`src/rtl/mips_multicycle_ctrl.sv`:
```
// rtl/mips_multicycle_ctrl.sv - multi-cycle MIPS control FSM with retired-instruction counter
module mips_multicycle_ctrl #(
    parameter int ALUOP_W = 2,
    parameter int CNT_W   = 16,
    parameter int EN_ADDI = 1,
    parameter int EN_JUMP = 1
) (
    input  logic               clk,
    input  logic               rst_n,
    input  logic [5:0]         opcode,
    input  logic               mem_ready,
    output logic               pc_write,
    output logic               pc_write_cond,
    output logic               i_or_d,
    output logic               mem_read,
    output logic               mem_write,
    output logic               ir_write,
    output logic               mem_to_reg,
    output logic               reg_dst,
    output logic               reg_write,
    output logic               alu_src_a,
    output logic [1:0]         alu_src_b,
    output logic [ALUOP_W-1:0] alu_op,
    output logic [1:0]         pc_source,
    output logic               retire,
    output logic               illegal,
    output logic [3:0]         state,
    output logic [CNT_W-1:0]   retired_cnt
);

    typedef enum logic [3:0] {
        S_FETCH  = 4'd0,  S_DECODE = 4'd1,  S_MEMADR = 4'd2,  S_MEMRD  = 4'd3,
        S_MEMWB  = 4'd4,  S_MEMWR  = 4'd5,  S_EXEC   = 4'd6,  S_RWB    = 4'd7,
        S_BRANCH = 4'd8,  S_JUMP   = 4'd9,  S_ADDIEX = 4'd10, S_ADDIWB = 4'd11
    } state_t;

    localparam logic [5:0] OP_R    = 6'b000000;
    localparam logic [5:0] OP_LW   = 6'b100011;
    localparam logic [5:0] OP_SW   = 6'b101011;
    localparam logic [5:0] OP_BEQ  = 6'b000100;
    localparam logic [5:0] OP_ADDI = 6'b001000;
    localparam logic [5:0] OP_J    = 6'b000010;

    state_t     st;
    state_t     dec_next;
    logic       legal;
    logic       is_sw;
    logic [1:0] aop;

    assign state = st;

    always_comb begin
        dec_next = S_FETCH;
        legal    = 1'b1;
        case (opcode)
            OP_R:         dec_next = S_EXEC;
            OP_LW, OP_SW: dec_next = S_MEMADR;
            OP_BEQ:       dec_next = S_BRANCH;
            OP_ADDI: begin
                if (EN_ADDI != 0) dec_next = S_ADDIEX;
                else              legal    = 1'b0;
            end
            OP_J: begin
                if (EN_JUMP != 0) dec_next = S_JUMP;
                else              legal    = 1'b0;
            end
            default:      legal = 1'b0;
        endcase
    end

    // Moore decode of state; only FETCH/MEMWR outputs look at mem_ready
    always_comb begin
        pc_write      = 1'b0;
        pc_write_cond = 1'b0;
        i_or_d        = 1'b0;
        mem_read      = 1'b0;
        mem_write     = 1'b0;
        ir_write      = 1'b0;
        mem_to_reg    = 1'b0;
        reg_dst       = 1'b0;
        reg_write     = 1'b0;
        alu_src_a     = 1'b0;
        alu_src_b     = 2'b00;
        aop           = 2'b00;
        pc_source     = 2'b00;
        retire        = 1'b0;
        illegal       = 1'b0;
        case (st)
            S_FETCH: begin
                mem_read  = 1'b1;
                alu_src_b = 2'b01;
                ir_write  = mem_ready;
                pc_write  = mem_ready;
            end
            S_DECODE: begin
                alu_src_b = 2'b11;
                illegal   = ~legal;
            end
            S_MEMADR, S_ADDIEX: begin
                alu_src_a = 1'b1;
                alu_src_b = 2'b10;
            end
            S_MEMRD: begin
                mem_read = 1'b1;
                i_or_d   = 1'b1;
            end
            S_MEMWB: begin
                reg_write  = 1'b1;
                mem_to_reg = 1'b1;
                retire     = 1'b1;
            end
            S_MEMWR: begin
                mem_write = 1'b1;
                i_or_d    = 1'b1;
                retire    = mem_ready;
            end
            S_EXEC: begin
                alu_src_a = 1'b1;
                aop       = 2'b10;
            end
            S_RWB: begin
                reg_write = 1'b1;
                reg_dst   = 1'b1;
                retire    = 1'b1;
            end
            S_BRANCH: begin
                alu_src_a     = 1'b1;
                aop           = 2'b01;
                pc_write_cond = 1'b1;
                pc_source     = 2'b01;
                retire        = 1'b1;
            end
            S_JUMP: begin
                pc_write  = 1'b1;
                pc_source = 2'b10;
                retire    = 1'b1;
            end
            S_ADDIWB: begin
                reg_write = 1'b1;
                retire    = 1'b1;
            end
            default: ;
        endcase
        alu_op = ALUOP_W'(aop);
    end

    always_ff @(posedge clk or negedge rst_n) begin
        if (!rst_n) begin
            st          <= S_FETCH;
            is_sw       <= 1'b0;
            retired_cnt <= '0;
        end else begin
            if (retire) retired_cnt <= retired_cnt + CNT_W'(1);
            case (st)
                S_FETCH:  if (mem_ready) st <= S_DECODE;
                S_DECODE: begin
                    st    <= dec_next;
                    is_sw <= (opcode == OP_SW);
                end
                S_MEMADR: st <= is_sw ? S_MEMWR : S_MEMRD;
                S_MEMRD:  if (mem_ready) st <= S_MEMWB;
                S_MEMWR:  if (mem_ready) st <= S_FETCH;
                S_EXEC:   st <= S_RWB;
                S_ADDIEX: st <= S_ADDIWB;
                // final states of every path and the unused encodings 12-15
                default:  st <= S_FETCH;
            endcase
        end
    end

endmodule

```
`config.mk`:
```
export PLATFORM = sky130hd
export DESIGN_NAME = mips_multicycle_ctrl
export DESIGN_NICKNAME = d
export VERILOG_FILES = /design/src/rtl/mips_multicycle_ctrl.sv
export SDC_FILE = /design/constraint.sdc
export NUM_CORES = 1
export LEC_CHECK = 0
export ABC_CLOCK_PERIOD_IN_PS = 1490
export BUFFER_PORTS_ARGS = -buffer_cell sky130_fd_sc_hd__buf_2
export CORE_MARGIN = 3
export CORE_UTILIZATION = 45
export DETAILED_ROUTE_END_ITERATION = 6
export PLACE_DENSITY = 0.76
export SYNTH_ARGS = -nofsm -noshare
export SYNTH_HDL_FRONTEND = slang
export SYNTH_SLANG_ARGS = --single-unit
```
`constraint.sdc`:
```
create_clock -name clk -period 1.49 [get_ports clk]
set_clock_uncertainty 0.05 [all_clocks]
set_input_delay 0 -clock clk [delete_from_list [all_inputs] [get_ports clk]]
set_output_delay 0 -clock clk [all_outputs]
set_load 0.05 [all_outputs]
```
# ---- Word-level counts from Yosys, hierarchy flattened
# Cells that the tools add are included.
dict set report classes {
  n_addsub 1
  n_mul 0
  reduce_logical 11
  eq_ne 19
  bitwise_logic 1
  muxes 22
  order_cmp 0
  n_div 0
  n_shift 0
}
# cell n
set ops {}
lappend ops {{$pmux 4 s7} 1}
lappend ops {{$pmux 4 s5} 1}
lappend ops {{$add 16x1->16 const B} 1}
lappend ops {{$eq 4x3->1 const B} 4}
lappend ops {{$eq 4x4->1 const B} 4}
lappend ops {{$eq 6x6->1 const B} 2}
lappend ops {{$mux 4} 3}
lappend ops {{$mux 1} 11}
lappend ops {{$eq 4x2->1 const B} 2}
lappend ops {{$pmux 2 s2} 2}
lappend ops {{$reduce_or 2->1} 4}
lappend ops {{$eq 6x2->1 const B} 1}
lappend ops {{$eq 6x3->1 const B} 1}
lappend ops {{$eq 6x4->1 const B} 1}
lappend ops {{$logic_not 6->1} 1}
lappend ops {{$ne 2x2->1 const B} 3}
lappend ops {{$pmux 2 s3} 1}
lappend ops {{$reduce_or 6->1} 1}
lappend ops {{$reduce_or 5->1} 1}
lappend ops {{$eq 4x1->1 const B} 1}
lappend ops {{$logic_not 4->1} 1}
lappend ops {{$pmux 1 s2} 2}
lappend ops {{$reduce_or 4->1} 1}
lappend ops {{$mux 3} 1}
lappend ops {{other kinds (3)} 3}
dict set report totals {
  input_bits 9
  mem_bits_rw 0
  elab_cells 57
  romBits 0
  mem_count 0
  latch_bits 0
  output_inout_bits 38
  ff_bits 21
}

# ---- Depth between registers and ports, before layout
# Gate-level depths: netlist (run 1).
dict set report depth {
  word_depth 5
  mapped_depth 5
  ltp_nobuf 5
}

# ---- Worst setup path after synthesis (run 1)
# Ideal clock, no wire load.
dict set report synth_timing {
  path_type {reg2out}
  from {reg st[0] (netlist: state[0])}
  to {out mem_read}
  setup_slack_ps -1221
  t_required_ps 1440
  arrival_time_ps 2661
  stages_incl_launch_ff 4
  path_buffers 1
  cell_sequence {dfrtp_1 -> clkbuf_1 -> nor2b_1 -> nor4_1}
}
dict set report synth_via {
  elab_chain_len 3
  elab_cells_between_ends 4
  classes_between {eq/ne (1); mux (1); reduce/logical (2)}
}
# item line
set synth_lines {}
lappend synth_lines {{start: declaration} 44} ;# state_t st;
lappend synth_lines {{start signal: assignment} 157} ;# st <= dec_next;
lappend synth_lines {{start signal: assignment} 160} ;# S_MEMADR: st <= is_sw ? S_MEMWR : S_MEMRD;
lappend synth_lines {{$eq 4x2->1 or $logic_not 4->1 (tied branches)} 88} ;# case (st)
lappend synth_lines {{$reduce_or 2->1 (no source line) (*)} -}
lappend synth_lines {{$mux 1 (*)} 88}
lappend synth_lines {{end: declaration} 15} ;# output logic mem_read,
# Mark *: on every way between the ends. The rest lies on a longest branch, timed or not.

# ---- Final worst setup path (run 1)
dict set report layout_timing {
  from {reg st[3] (netlist: state[3])}
  to {out reg_write}
}
dict set report layout_via {
  elab_chain_len 3
  elab_cells_between_ends 5
  classes_between {eq/ne (3); mux (1); reduce/logical (1)}
}
# item line
set layout_lines {}
lappend layout_lines {{$eq 4x4->1 or $eq 4x3->1 (tied branches)} 88}
lappend layout_lines {{$reduce_or 3->1 (no source line) (*)} -}
lappend layout_lines {{$mux 1 (*)} 88}
lappend layout_lines {{end: declaration} 20} ;# output logic reg_write,
# Marked as above.

==> results of run 1 <==
## area by class of cell
cell class / instances / area, µm²
Timing Repair Buffer: 93 / 822
Antenna cell: 1 / 2.50
Multi-Input combinational cell: 123 / 1300
Sequential cell: 21 / 532
Clock inverter: 1 / 5.00
Tap cell: 31 / 38.8
Fill cell: 39 / 71.3
Clock buffer: 3 / 22.5
Inverter: 2 / 11.3
## final timing paths
check | endpoint | cells past startpoint | slack [ns]
min in group clk | state[2] | 3 | 0.11
max reg2reg | state[0] | 6 | -0.34
min reg2reg | retired_cnt[15] | 1 | 0.46
max | reg_write | 4 | -0.34
max in group asynchronous | state[1] | 2 | 0.93
min | retired_cnt[3] | 2 | 0.09
## metal layers
| metal | vias to the layer above | global-route usage [%] | share of wire (%) |
|---|---|---|---|
| li1 | 737 | - | - |
| met1 | 955 | 39.0 | 31 |
| met2 | 257 | 52.8 | 42 |
| met3 | 128 | 3.83 | 13 |
| met4 | 0 | 11.1 | 14 |
| met5 | - | 0 | 0 |
## layout by cell type, fill, tap and decap left out, types with 3 or more instances in the layout
master,count
xor2_1,16
nand4_1,4
nor3_4,10
dlygate4sd3_1,6
dfrtp_2,5
buf_2,27
dfrtp_1,16
buf_8,7
buf_12,3
clkbuf_4,3
nand2b_4,6
nand2_1,16
nor2_1,4
a21oi_1,4
buf_4,27
nor4_4,9
buf_6,23
nor2_4,8
## registers in the layout, indices dropped and copies added, names as in the netlist
register / flops
retired_cnt: 16
state: 4
is_sw: 1
## logic make-up (layout without fill, tap and decap cells)
family | after synthesis | in the layout | synth area share [%]
XOR/XNOR | 17 | 17 | 11.0
flip-flops | 21 | 21 | 38.7
multiplexers | 2 | 2 | 1.66
other | 0 | 1 | 0
AND/OR/NAND/NOR | 84 | 84 | 33.9
AO/OA/AOI/OAI | 19 | 19 | 10.0
adder cells (fa/ha/maj) | 1 | 1 | 0.922
buffers and inverters | 11 | 99 | 3.78
## power by group through the flow
stage / combinational [W] / clock (W) / sequential (W)
floorplan: 0.00107 / 0 / 0.000914
global placement: 0.00167 / 0 / 0.000688
finish: 0.00280 / 0.000319 / 0.000720
detailed placement: 0.00171 / 0 / 0.000693
global route: 0.00286 / 0.000365 / 0.000722
CTS: 0.00224 / 0.000282 / 0.000686
## stage by stage
| stage | setup TNS (ns) | utilization [%] | total power, W | instance area (µm²) | worst slack (ns) |
|---|---|---|---|---|---|
| after CTS | -4.33 | 90.3 | 0.00321 | 2530 | -0.204 |
| after detailed placement | -1.18 | 69.3 | 0.00240 | 1940 | -0.177 |
| after global placement | -0.579 | 69.3 | 0.00236 | 1940 | -0.124 |
| after floorplan | -6.49 | - | 0.00198 | 1560 | -0.305 |
| final | -8.97 | 97.5 | 0.00384 | 2730 | -0.338 |
| after global routing | -11.41 | 97.5 | 0.00395 | 2730 | -0.415 |
## repair_timing
action	4_1_cts	5_1_grt
gates resized for setup	96	31
cloned	0	0
hold buffers	6	0
pin swaps	17	14
endpoints found under the setup margin	35	38
setup buffers	8	6
hold endpoints to repair	24	0
## worst max-delay path, stage by stage (launching register included)
cell and delay, ns:
dfrtp_2 0.51, buf_4 0.21, nand2b_4 0.19, o32ai_4 0.32, buf_6 0.20
==> metrics.cfg, run 1 <==
[drt]
vias = 2077
drt-vias-per-instance = 7.55
remaining_drc_errors = 0
routed_wire_length_per_instance_um = 33.7
drtIter0Drc = 387
routed_wl_mm = 9.26
ant_nets = 0
detailedRoute.firstPassIterationCount = 6

[power_and_ir_drop]
pwr-share-comb_pct = 72.9
swShare_pct = 51.9
power.switching_w = 0.00199
seq_power_share_pct = 18.8
power_leakage_nw = 1.27
power.density_cell_area_nw_per_um2 = 1400
irDropWorstVdd_mv = 1.31
share_clk_of_total_power_pct = 8.3
power_report.internal_total_w = 0.00185

[sta]
hold_ws_ns = 0.0870
timing_worst_slew_pin_value_ns = 0.484
finalSetupViolCount = 40
final_min_period_over_clock_period_pct = 123
setup_repair_after_global_routing_missed_its_margin = true
slew-limit-headroom_pct = 67.7
fmax_ghz = 0.547
final.min_clock_period_ns = 1.83
setup_slack_ns = -0.338
timing.final.max_slew_violations = 0
final-hold-violation-count = 0

[clock_network]
htree_num_levels = 1
cts_tree = done
clock-sinks = 21
clkSlewWorstSetupHoldPaths_ns = 0.14
numCtsBuffers = 3
cts-root-buf = clkbuf_4
worst_skew_pair.late_latency_ns = 0.35
clock_tree.buffer_depth = 2

[run]
cap_violations = 0

[floorplan]
start_util_pct = 48.4
die_area_um2 = 3710
core.rowCount = 19
die_width_um = 60.9
core_area_um2 = 2810
die_h_um = 60.9
io_pins = 47

[yosys]
synth-edff-count = 0
yosys_most_used_dff = dfrtp_1
ys_ff_latch = 21
yosys-top-cells-area = dfrtp_1 (39%), xor2_1 (10%), nand2_1 (5.3%)
synth.yosys.seq_area_share_pct = 38.7
syn_avg_cell_area_um2 = 8.76
postSynthCellCount = 155
synth_cell_types = 39
yosys_warnings = 0
synth.net_count = 165
share_of_synthesized_flip_flops_with_an_asynchronous_set_or_reset_pct = 100
yosysTopAreaCellShare_pct = 38.7
netlist_area_um2 = 1360
synthMostInstantiatedCell = dfrtp_1
ys_top_cells_by_count = dfrtp_1 (21), nand2_1 (19), xor2_1 (16)
synth_area_leader_cell = dfrtp_1

[grt]
globalRouteOverflowTotal = 0
antenna_found_initial = 1
grt_pass1_vias = 1688
grt_pass1_wl_mm = 8.42
grt_util_all_layers_pct = 30.6
grt_start_max_net_pins = 22

[outcome]
failed_checks = negative setup slack
run_status = finished with violations

[worst_setup_path]
end_kind = output pin
worstSetupPathType = reg -> out
worst_reg2reg_path_startpoint = state[2]
worst_path_required_time_ns = 1.44
crit_fanout = 7
cp-start-kind = flop
worstPathArrival_ns = 1.78
timing_startpoint_of_the_critical_path = state[3]

[finish]
number_of_nets_in_the_layout = 254
area_growth_pct = 101
final_layout_size_suffix_gt1_share_pct = 63.4
post_layout_nonfiller_instances = 275

[placement]
dp_hpwl_mm = 2.88
io_buffers = 46
dp.cells = 251
place.gp.congestion = 0.795

[min_path]
min_path_type = in -> async

Power figures use the tool's default switching activity.
==> inputs of run 2 (changes only) <==
Settings changed: ABC_CLOCK_PERIOD_IN_PS 1490 to 2000, CORE_UTILIZATION 45 to 49, PLACE_DENSITY 0.76 to 0.74.
Clock period 1.49 ns to 2 ns, I/O delays scaled along.
==> run 2 against run 1 <==
Net effect:
- the flow now finishes without violations
- cell area is 35% lower
- first-iteration DRC count fell by 81%
- critical path type unchanged
- via count shrank 35%
- critical path depth did not move
- utilization is 27 points lower
- die area shrank 7.4%
- worst hold slack got worse by 0.065 ns
- global-route usage fell by 11 points
- total power is 54% lower
- routed wire length shrank 65%
==> metrics.cfg, run 2 (synthesis gave the netlist of run 1 again) <==
[worst_setup_path]
timing_startpoint_of_the_critical_path = state[3]
worst_path_required_time_ns = 1.95
crit_chain = buf_4 -> mux2_2 -> nor3_4 -> buf_2
critical_path_buf_inv_count = 2
worstPathArrival_ns = 1.82
worst_reg2reg_path_startpoint = state[1]
worst_path_cell_with_the_longest_stage_delay = dfrtp_1
end_kind = output pin
worstSetupPathType = reg -> out
crit_fanout = 16
cpPeakStageDelay_ns = 0.49
worst_path_dominant_cell_family = buffers and inverters
cp-start-kind = flop

[finish]
area_growth_pct = 31.2
num_antenna_cells = 0
finish.utilization_pct = 70.0
number_of_nets_in_the_layout = 219
final_layout_size_suffix_gt1_share_pct = 34.6
most_frequent_standard_cell_in_the_layout_excluding_fill_and_tap_cells = buf_2
mostFrequentLayoutCells = buf_2 (46), nand2_1 (19), dfrtp_1 (19)
largest_register_ffs = 16
max_flop_register = retired_cnt

[floorplan]
die_h_um = 58.6
io_pins = 47
die_area_um2 = 3440
core_area_um2 = 2540
start_util_pct = 53.3
core.rowCount = 18
die_width_um = 58.6

[power_and_ir_drop]
irDropWorstVdd_mv = 0.919
power_leakage_nw = 0.916
finalPower_w = 0.00177
power.density_cell_area_nw_per_um2 = 994

[sta]
final.min_clock_period_ns = 1.87
fmax_ghz = 0.534
finalSetupTns_ns = 0
slew-limit-headroom_pct = 69.9
setup_repair_after_global_routing_missed_its_margin = false
timing.final.max_slew_violations = 0
finalSetupViolCount = 0
final-hold-violation-count = 0
setup_slack_ns = 0.129
timing_worst_slew_pin_value_ns = 0.451
final_min_period_over_clock_period_pct = 93.6

[clock_network]
cts_tree = done
clock_tree.buffer_depth = 2
worst_skew_pair.late_latency_ns = 0.29
clock-sinks = 21
htree_num_levels = 1
clkSlewWorstSetupHoldPaths_ns = 0.11
cts_setup_buffers = 0
numCtsBuffers = 3
cts-root-buf = clkbuf_4

[drt]
remaining_drc_errors = 0
vias = 1346
ant_nets = 0
routed_wire_length_per_instance_um = 13.5
drtIter0Drc = 75
detailedRoute.firstPassIterationCount = 5
routed_wl_mm = 3.21
drt-vias-per-instance = 5.66

[placement]
io_buffers = 46
place.gp.congestion = 0.812
place_worst_setup_slack_ns = 0.317
dp_hpwl_mm = 2.43

[grt]
grt_start_max_net_pins = 22
globalRouteOverflowTotal = 0
grt_pass1_vias = 1244
grt_pass1_wl_mm = 5.39
antenna_found_initial = 0
grt_util_all_layers_pct = 19.6

[min_path]
min_path_type = in -> reg
hold_path_startpoint = opcode[0]

[run]
cap_violations = 0

[outcome]
run_status = finished, final reports clean

[run 2: report_power, final]
part	internal, W	leakage (nW)	switching, W
clock	0.0000775	0.0150	0.000121
sequential	0.000471	0.285	0.0000452
combinational	0.000304	0.616	0.000753
total	0.000852	0.916	0.000918
[run 2: layout make-up]
type / instances / area (µm²)
clock buffers: 4 / 26.3
flip-flops and latches: 21 / 528
inverters: 2 / 7.51
well taps: 30 / 37.5
fillers: 210 / 764
multi-input cells: 123 / 848
repair buffers: 58 / 333
[run 2: timing repair]
item	4_1_cts	5_1_grt
endpoints found under the setup margin	0	0
hold buffers	5	0
hold endpoints to repair	24	0
resized for setup	0	0
[run 2: worst paths after layout]
path	endpoint	slack, ns	cells after the start
worst max-delay path	pc_write	0.13	4
worst min-delay path	state[1]	0.02	4
worst max register to register	retired_cnt[12]	0.29	5
worst min register to register	retired_cnt[15]	0.42	1
max in group asynchronous	state[1]	1.44	2
min in group asynchronous	retired_cnt[6]	0.12	2
[run 2: tightest hold or removal path: stages]
cell	delay, ns
buf_2	0.11
nor3_1	0.06
nor2_1	0.09
o2bb2ai_1	0.08
[run 2: per-layer routing]
metal	share of wire (%)	vias up	GRT usage [%]	wire length, µm
met2	54	38	37.0	1720
met5	0	-	0	0
met3	3.6	4	2.19	116
met1	42	640	22.9	1340
met4	1.0	0	6.47	33
li1	-	664	-	-
[run 2: per-stage QoR]
| stage | hold slack [ns] | instance area (µm²) | std cells |
|---|---|---|---|
| global placement | -0.0780 | 1700 | 229 |
| detailed placement | -0.0777 | 1700 | 229 |
| CTS | 0.00691 | 1780 | 238 |
| global route | 0.0120 | 1780 | 238 |
| floorplan | -0.346 | 1430 | 155 |
| finish | 0.0219 | 1780 | 238 |
==> inputs of run 3 (changes only) <==
Settings changed: PLACE_DENSITY 0.74 to 0.88.
==> run 3 against run 2 <==
Net effect:
- cell count shrank 0.84%
- critical path type is now reg -> reg
- worst hold slack lost 0.0045 ns
- largest cell class unchanged
- critical path depth grew 2
- routed wire length grew 9.2%
- die area is the same
- first-iteration DRC count shrank 25%
- clock-buffer cell count shrank 1
- worst setup slack lost 0.058 ns
- non-clock buffer count shrank 2
- register-to-register slack lost 0.22 ns
- sequential power grew 1%
==> metrics.cfg, run 3 (synthesis gave the netlist of run 1 again) <==
[outcome]
run_status = finished, final reports clean

[power_and_ir_drop]
irDropWorstVdd_mv = 0.882
power.switching_w = 0.000941
power_leakage_nw = 0.912
power_report.internal_total_w = 0.000846
seq_power_share_pct = 29.3
swShare_pct = 52.6
pwr-share-comb_pct = 59.3
power.density_cell_area_nw_per_um2 = 1000
share_clk_of_total_power_pct = 11.4

[worst_setup_path]
crit_fanout = 16
cp-start-kind = flop
worst_path_required_time_ns = 2.19
r2r_cells = 6
worstPathArrival_ns = 2.12
regToRegEndpoint = state[1]
worstSetupPathType = reg -> reg
r2r_setup_slack_ns = 0.07
worst_reg2reg_path_startpoint = state[3]
end_kind = flop

[placement]
dp_hpwl_mm = 2.62
placed_cell_area_um2 = 1690
place.gp.congestion = 0.866
io_buffers = 46

[sta]
finalSetupTns_ns = 0
slew-limit-headroom_pct = 68.0
finalSetupViolCount = 0
setup_repair_after_global_routing_missed_its_margin = false
timing_worst_slew_pin_value_ns = 0.481
fmax_ghz = 0.518
final_min_period_over_clock_period_pct = 96.5
timing.final.max_slew_violations = 0
final.min_clock_period_ns = 1.93
final-hold-violation-count = 0

[run]
cap_violations = 0

[finish]
summed_area_of_non_filler_cells_in_the_final_layout_um2 = 1780
max_flop_register = retired_cnt
area_growth_pct = 31.2
mostFrequentLayoutCells = buf_2 (46), nand2_1 (19), dfrtp_1 (17)
final_layout_size_suffix_gt1_share_pct = 35.9
ff_latch_area_um2 = 531
largest_register_ffs = 16
most_frequent_standard_cell_in_the_layout_excluding_fill_and_tap_cells = buf_2
multiInputGateArea_um2 = 860
fillerInstances = 193
num_antenna_cells = 0
number_of_nets_in_the_layout = 217

[grt]
grt_pass1_wl_mm = 5.87
grt_start_max_net_pins = 22
antenna_found_initial = 0
grt_util_all_layers_pct = 21.6
globalRouteOverflowTotal = 0
grt_pass1_vias = 1302

[drt]
routed_wl_mm = 3.51
remaining_drc_errors = 0
drtIter0Drc = 56
ant_nets = 0
detailedRoute.firstPassIterationCount = 4
drt-vias-per-instance = 5.76
vias = 1360
routed_wire_length_per_instance_um = 14.9

[clock_network]
clock-sinks = 21
htree_num_levels = 1
worst_skew_pair.late_latency_ns = 0.30
clock_tree.buffer_depth = 2
cts_tree = done
clkSlewWorstSetupHoldPaths_ns = 0.12
numCtsBuffers = 3
cts-root-buf = clkbuf_4
cts_setup_buffers = 0

[min_path]
timing.hold.worst_endpoint = state[3]
hold-path-cell-count = 4
min_path_type = in -> reg
hold_path_startpoint = opcode[4]

[floorplan]
io_pins = 47
start_util_pct = 53.3
core_area_um2 = 2540
core.rowCount = 18
die_h_um = 58.6
die_width_um = 58.6
die_area_um2 = 3440

run 3: power groups by stage:
stage / logic, W / registers (W) / clock network [W]
after floorplan: 0.000663 / 0.000675 / 0
after global placement: 0.00101 / 0.000524 / 0
after detailed placement: 0.00104 / 0.000527 / 0
after CTS: 0.00105 / 0.000519 / 0.000210
after global routing: 0.00113 / 0.000533 / 0.000227
final: 0.00106 / 0.000523 / 0.000203
run 3: worst max-delay path by stage:
stage / startpoint / end / slack [ns] / cells after the start
2_1_floorplan: state[2] / mem_to_reg / -0.26 / 3
5_1_grt: state[3] / state[1] / 0.01 / 6
3_5_place_dp: state[0] / state[2] / 0.23 / 5
3_3_place_gp: state[1] / retired_cnt[14] / 0.31 / 5
4_1_cts: state[2] / state[1] / 0.06 / 5
6_report: state[3] / state[1] / 0.07 / 6
run 3: worst max-delay path, cell delays in order, from the launching register on:
cell and delay (ns):
dfrtp_2 0.48, buf_4 0.22, nor3b_1 0.20, a21oi_1 0.06
o32ai_1 0.14, o2bb2ai_1 0.14, dlygate4sd3_1 0.57
run 3: per-stage QoR:
step	hold WS (ns)	utilization, %	setup slack (ns)	total power (W)	instances
3_3_place_gp	-0.0854	66.4	0.311	0.00154	227
3_5_place_dp	-0.0693	66.4	0.232	0.00156	227
6_report	0.0174	70.0	0.0708	0.00179	236
4_1_cts	0.00676	69.4	0.0567	0.00178	236
5_1_grt	0.0212	70.0	0.0124	0.00189	236
2_1_floorplan	-0.346	-	-0.264	0.00134	155
run 3: per-layer routing:
| layer | vias to the layer above | routed length, µm | share of wire (%) | track usage, % |
|---|---|---|---|---|
| li1 | 657 | - | - | - |
| met3 | 6 | 146 | 4.2 | 2.85 |
| met1 | 656 | 1490 | 42 | 28.5 |
| met5 | - | 0 | 0 | 0 |
| met2 | 41 | 1820 | 52 | 36.5 |
| met4 | 0 | 54 | 1.5 | 7.12 |
run 3: repair_timing:
item,CTS,global route
hold endpoints to repair,23,0
hold buffers,5,0
gates resized for setup,0,4
setup endpoints to repair,0,2
run 3: layout make-up:
class / count / share of cell area (%)
Multi-Input combinational cell: 123 / 48.3
Sequential cell: 21 / 29.8
Timing Repair Buffer: 56 / 17.8
Tap cell: 30 / 2.11
Clock buffer: 3 / 1.26
Inverter: 2 / 0.422
Clock inverter: 1 / 0.281
